--- src/rtl/dma_load_ctrl_pkg.sv ---
// Shared definitions for the DMA load sequencer and the opcode decoder feeding it.
package dma_pkg;

  localparam int DEF_ADDR_W = 6;
  localparam int DEF_DATA_W = 8;

  typedef enum logic {
    IDLE = 1'b0,
    RUN  = 1'b1
  } dma_state_t;

  // Opcode encodings used by the upstream decoder to raise each strobe.
  localparam logic [3:0] OP_FETCH_W   = 4'b0001;
  localparam logic [3:0] OP_FETCH_INP = 4'b0010;
  localparam logic [3:0] OP_FETCH_INS = 4'b0011;
  localparam logic [3:0] OP_START     = 4'b0100;

endpackage

--- src/rtl/dma_load_ctrl_rise_detect.sv ---
// Single-bit rising-edge detector. The history register tracks the strobe
// every cycle, so a held level produces exactly one event.
module rise_detect (
  input  logic clk,
  input  logic reset,
  input  logic sig,
  output logic rise
);

  logic prev;

  // Track last-cycle value of the strobe.
  always_ff @(posedge clk) begin
    if (reset) prev <= 1'b0;
    else       prev <= sig;
  end

  assign rise = sig & ~prev;

endmodule

--- src/rtl/dma_load_ctrl.sv ---
// Load sequencer: turns decoder strobes into single buffer write cycles,
// counts loads per buffer, gates the compute start and blocks loads in RUN.
//
// state | meaning
// IDLE  | accepting buffer writes and start requests
// RUN   | core computing; all strobe events discarded until core_done
module dma_load_ctrl
  import dma_pkg::*;
#(
  parameter int ADDR_W = DEF_ADDR_W,
  parameter int DATA_W = DEF_DATA_W,
  parameter int CNT_W  = ADDR_W + 1
) (
  input  logic              clk,
  input  logic              reset,
  input  logic              fetch_w,
  input  logic              fetch_inp,
  input  logic              fetch_ins,
  input  logic              start,
  input  logic [ADDR_W-1:0] dma_address,
  input  logic [DATA_W-1:0] data_in,
  input  logic              core_done,
  output logic [ADDR_W-1:0] mem_addr,
  output logic [DATA_W-1:0] mem_data,
  output logic              w_we,
  output logic              inp_we,
  output logic              ins_we,
  output logic              core_start,
  output logic              busy,
  output logic              done,
  output logic              err_start,
  output logic [CNT_W-1:0]  w_count,
  output logic [CNT_W-1:0]  inp_count,
  output logic [CNT_W-1:0]  ins_count
);

  // Counters saturate at the buffer depth.
  localparam logic [CNT_W-1:0] CNT_MAX = CNT_W'(2 ** ADDR_W);
  localparam logic [CNT_W-1:0] CNT_ONE = CNT_W'(1);

  dma_state_t state;
  logic       w_rise;
  logic       inp_rise;
  logic       ins_rise;
  logic       start_rise;
  logic       all_loaded;

  rise_detect u_rd_w (
    .clk   (clk),
    .reset (reset),
    .sig   (fetch_w),
    .rise  (w_rise)
  );

  rise_detect u_rd_inp (
    .clk   (clk),
    .reset (reset),
    .sig   (fetch_inp),
    .rise  (inp_rise)
  );

  rise_detect u_rd_ins (
    .clk   (clk),
    .reset (reset),
    .sig   (fetch_ins),
    .rise  (ins_rise)
  );

  rise_detect u_rd_start (
    .clk   (clk),
    .reset (reset),
    .sig   (start),
    .rise  (start_rise)
  );

  assign all_loaded = (w_count != '0) && (inp_count != '0) && (ins_count != '0);

  // Sequencer FSM with write port, counters and status flags all registered.
  always_ff @(posedge clk) begin
    if (reset) begin
      state      <= IDLE;
      mem_addr   <= '0;
      mem_data   <= '0;
      w_we       <= 1'b0;
      inp_we     <= 1'b0;
      ins_we     <= 1'b0;
      core_start <= 1'b0;
      busy       <= 1'b0;
      done       <= 1'b0;
      err_start  <= 1'b0;
      w_count    <= '0;
      inp_count  <= '0;
      ins_count  <= '0;
    end else begin
      w_we       <= 1'b0;
      inp_we     <= 1'b0;
      ins_we     <= 1'b0;
      core_start <= 1'b0;
      done       <= 1'b0;
      case (state)
        IDLE: begin
          if (w_rise) begin
            mem_addr <= dma_address;
            mem_data <= data_in;
            w_we     <= 1'b1;
            if (w_count != CNT_MAX) w_count <= w_count + CNT_ONE;
          end else if (inp_rise) begin
            mem_addr <= dma_address;
            mem_data <= data_in;
            inp_we   <= 1'b1;
            if (inp_count != CNT_MAX) inp_count <= inp_count + CNT_ONE;
          end else if (ins_rise) begin
            mem_addr <= dma_address;
            mem_data <= data_in;
            ins_we   <= 1'b1;
            if (ins_count != CNT_MAX) ins_count <= ins_count + CNT_ONE;
          end else if (start_rise) begin
            if (all_loaded) begin
              state      <= RUN;
              busy       <= 1'b1;
              core_start <= 1'b1;
            end else begin
              err_start <= 1'b1;
            end
          end
        end
        RUN: begin
          // core_start still high marks the launch cycle; core_done is not
          // trusted until the core has actually seen the start pulse.
          if (core_done && !core_start) begin
            state <= IDLE;
            busy  <= 1'b0;
            done  <= 1'b1;
          end
        end
        default: state <= IDLE;
      endcase
    end
  end

endmodule

--- config.mk ---
export PLATFORM = sky130hd
export DESIGN_NAME = dma_load_ctrl
export DESIGN_NICKNAME = d
export VERILOG_FILES = /design/src/rtl/dma_load_ctrl_pkg.sv /design/src/rtl/dma_load_ctrl_rise_detect.sv /design/src/rtl/dma_load_ctrl.sv
export SDC_FILE = /design/constraint.sdc
export NUM_CORES = 1
export LEC_CHECK = 0
export CORE_AREA = 2 2 68 70
export DETAILED_ROUTE_END_ITERATION = 10
export DIE_AREA = 0 0 70 72
export GPL_ROUTABILITY_DRIVEN = 0
export PLACE_DENSITY = 0.81
export SLEW_MARGIN = 40
export SYNTH_ARGS = -nofsm -noshare
export SYNTH_HDL_FRONTEND = slang
export SYNTH_SLANG_ARGS = --single-unit
--- constraint.sdc ---
create_clock -name clk -period 4.5 [get_ports clk]
set_clock_uncertainty 0.1 [all_clocks]
set_input_delay 0.9 -clock clk [delete_from_list [all_inputs] [get_ports clk]]
set_output_delay 0.9 -clock clk [all_outputs]
set_load 0.01 [all_outputs]
==> reports/summary.txt <==
Status: completed
Logic gate share of total power: 0.143
CTS resizes: 0
Tightest Hold Check Type: reg2reg
Number of global-route vias before repair: 1649
Total grt overflow: 0
Post-Route WL: 4.43 mm
Initial core utilization: 0.475
Worst R2R Start: state$_SDFF_PP0_
DIE AREA: 5040 µm²
Net Switching: 198 µW
Post-Place Cell Area: 2690 µm²
Final hold slack: 0.391 ns
Synthesized area: 2030 µm²
Yosys reg bits: 47
Antenna diode count: 0
Hold-fix buffers at CTS: 0
H-tree lvl count: 2
CP Launch Point: reset
VDD IR-drop max: 204 µV
Worst-Skew Late Latency: 0.29 ns
Rel. slew slack: 0.577
Min cycle time layout: 2.75 ns
TritonCTS buffer count: 5
Die H: 72 µm
Wire per inst: 13.4 µm
Fin Setup TNS: 0 ns
Share of layout cells above drive strength 1: 0.0647
EDFF count, synth: 0
Core ar.: 4260 µm²
Cell-internal power: 603 µW
Pwr dens: 289 nW/µm²
Worst EP arrival: 2.87 ns
I/O pins: 63
Lkg Pwr: 0.00109 µW
Post-CTS setup buffers: 0
Max-cap violation count: 0
# DRC: 0
Fmax: 364 MHz
Via density: 5.39
Final core occ: 0.651
# setup viols final: 0
Routed Antenna Nets: 0
DR pass1 iterations: 4
Die W: 70 µm
Slew Limit Fails: 0
# rows: 24
Ys flop type: dfxtp_1
Hold Path Origin: err_start$_SDFFE_PP0P_
Fin area: 2770 µm²
Total GRT Usage: 0.193
Mean Syn Cell Area: 9.38 µm²
Gate Count Post-Synth: 216
Sink Count: 47
Worst Slack Setup Final: 1.75 ns
RSZ-0062 raised after global routing: no
Largest net degree at the start of global routing: 46
Synth async-reset ratio: 0
Synth cell types: 42
Clock power frac: 0.302
Mapped Nets: 243
CTS tree: done
CP cell instances: clkdlybuf4s50_1 > buf_4 > inv_1 > nand4_1 > or4b_2 > o21ai_0
Via count: 1778
Syn. warnings: 0
Sequential Power Share: 0.555
Worst Max-Slew Pin Slew: 0.634 ns
Slowest CP cell: or4b_2
Clock transition at path regs: 0.08 ns
Switch share: 0.248
Worst Path Required: 4.62 ns
Crit Path Category: in2reg
# nets final: 304
Crit path largest cell delay: 0.67 ns
Period Utilization, post-route: 0.610
Worst setup SP type: input pin
Most frequent cells in the layout: clkdlybuf4s50_1, dfxtp_1, nor2_1, mux2i_1, inv_1
Final Hold Vio Count: 0
Critical path peak fanout: 45
Largest buffer count on any clock path: 2
Clk root buf: clkbuf_8
DP Worst Slack: 1.43 ns
First DRT Iteration DRCs: 128
Sequential share of the synthesized area: 0.464
Commonest non-fill, non-tap cell in the layout: clkdlybuf4s50_1
Initial antenna violation count: 0
Post-DP HPWL: 3.17 mm
Input/output buffers: 62
Crit end category: register
Area grow syn2layout: 36.9%
First-pass GRT wire length: 7.82 mm
==> path summary, 6_finish.rpt <==
path / to / slack [ns] / cells past startpoint
setup / recovery: busy$_SDFFE_PP0P_ / 1.75 / 6
hold / removal: err_start$_SDFFE_PP0P_ / 0.39 / 1
setup reg to reg: ins_count[5]$_SDFFE_PP0P_ / 2.47 / 3
hold reg to reg: err_start$_SDFFE_PP0P_ / 0.39 / 1
==> registers in the layout, summed over array words and instances (netlist names), 6 cells and up <==
signal	cells
mem_data	8
ins_count	7
inp_count	7
mem_addr	6
w_count	7
==> area by class of cell <==
class                   count  area (µm²)
well taps                  52        65.1
multi-input cells         149        1010
repair buffers             63         628
clock inverters             3        15.0
flip-flops and latches     47         941
clock buffers               5        68.8
inverters                  11        41.3
fillers                   371        1490
==> worst max-delay path: cells and delay by family <==
kind	cells	cell delay, ns
buffers and inverters	3	0.91
AOI/OAI and AO/OA	1	0.19
and+or+nand+nor	2	0.85
==> per-layer routing <==
| layer | vias to the layer above | share of wire | GRT usage |
|---|---|---|---|
| met5 | - | 0 | 0 |
| met4 | 0 | 0.013 | 0.0577 |
| met3 | 5 | 0.068 | 0.0583 |
| met2 | 45 | 0.47 | 0.321 |
| met1 | 842 | 0.45 | 0.243 |
| li1 | 886 | - | - |
==> power groups by stage <==
stage | Clock (µW) | Combinational [µW] | Sequential, µW
6_report | 242 | 115 | 444
5_1_grt | 269 | 127 | 448
4_1_cts | 251 | 116 | 444
3_5_place_dp | 0 | 116 | 454
3_3_place_gp | 0 | 113 | 454
2_1_floorplan | 0 | 51.9 | 459
==> synth_stat cells, drive strengths merged (5+ instances only) <==
cell type,count,share of area
or4,5,0.019
nor2,32,0.059
a21oi,7,0.017
mux2i,16,0.079
inv,10,0.019
clkbuf,5,0.0099
nor4,5,0.015
nand4,7,0.022
dfxtp,47,0.46
nand2,9,0.017
ha,6,0.037
nand3,9,0.022
nor2b,8,0.028
==> through the flow <==
| step | cells | power (µW) |
|---|---|---|
| 4_1_cts | 330 | 812 |
| 5_1_grt | 330 | 844 |
| 6_report | 330 | 801 |
| 3_3_place_gp | 322 | 567 |
| 3_5_place_dp | 322 | 570 |
| 2_1_floorplan | 216 | 511 |
==> kinds of logic (layout without fill, tap and decap cells) <==
group	Yosys count	in the layout	synth area share
flops	47	47	0.464
xor+xnor	8	8	0.0346
compound gates	24	24	0.0809
buf+inv	20	82	0.0389
mux	19	19	0.0957
fa+ha+maj	6	6	0.0371
simple gates	92	92	0.248
Note: power is estimated with default switching activity, not from simulation.
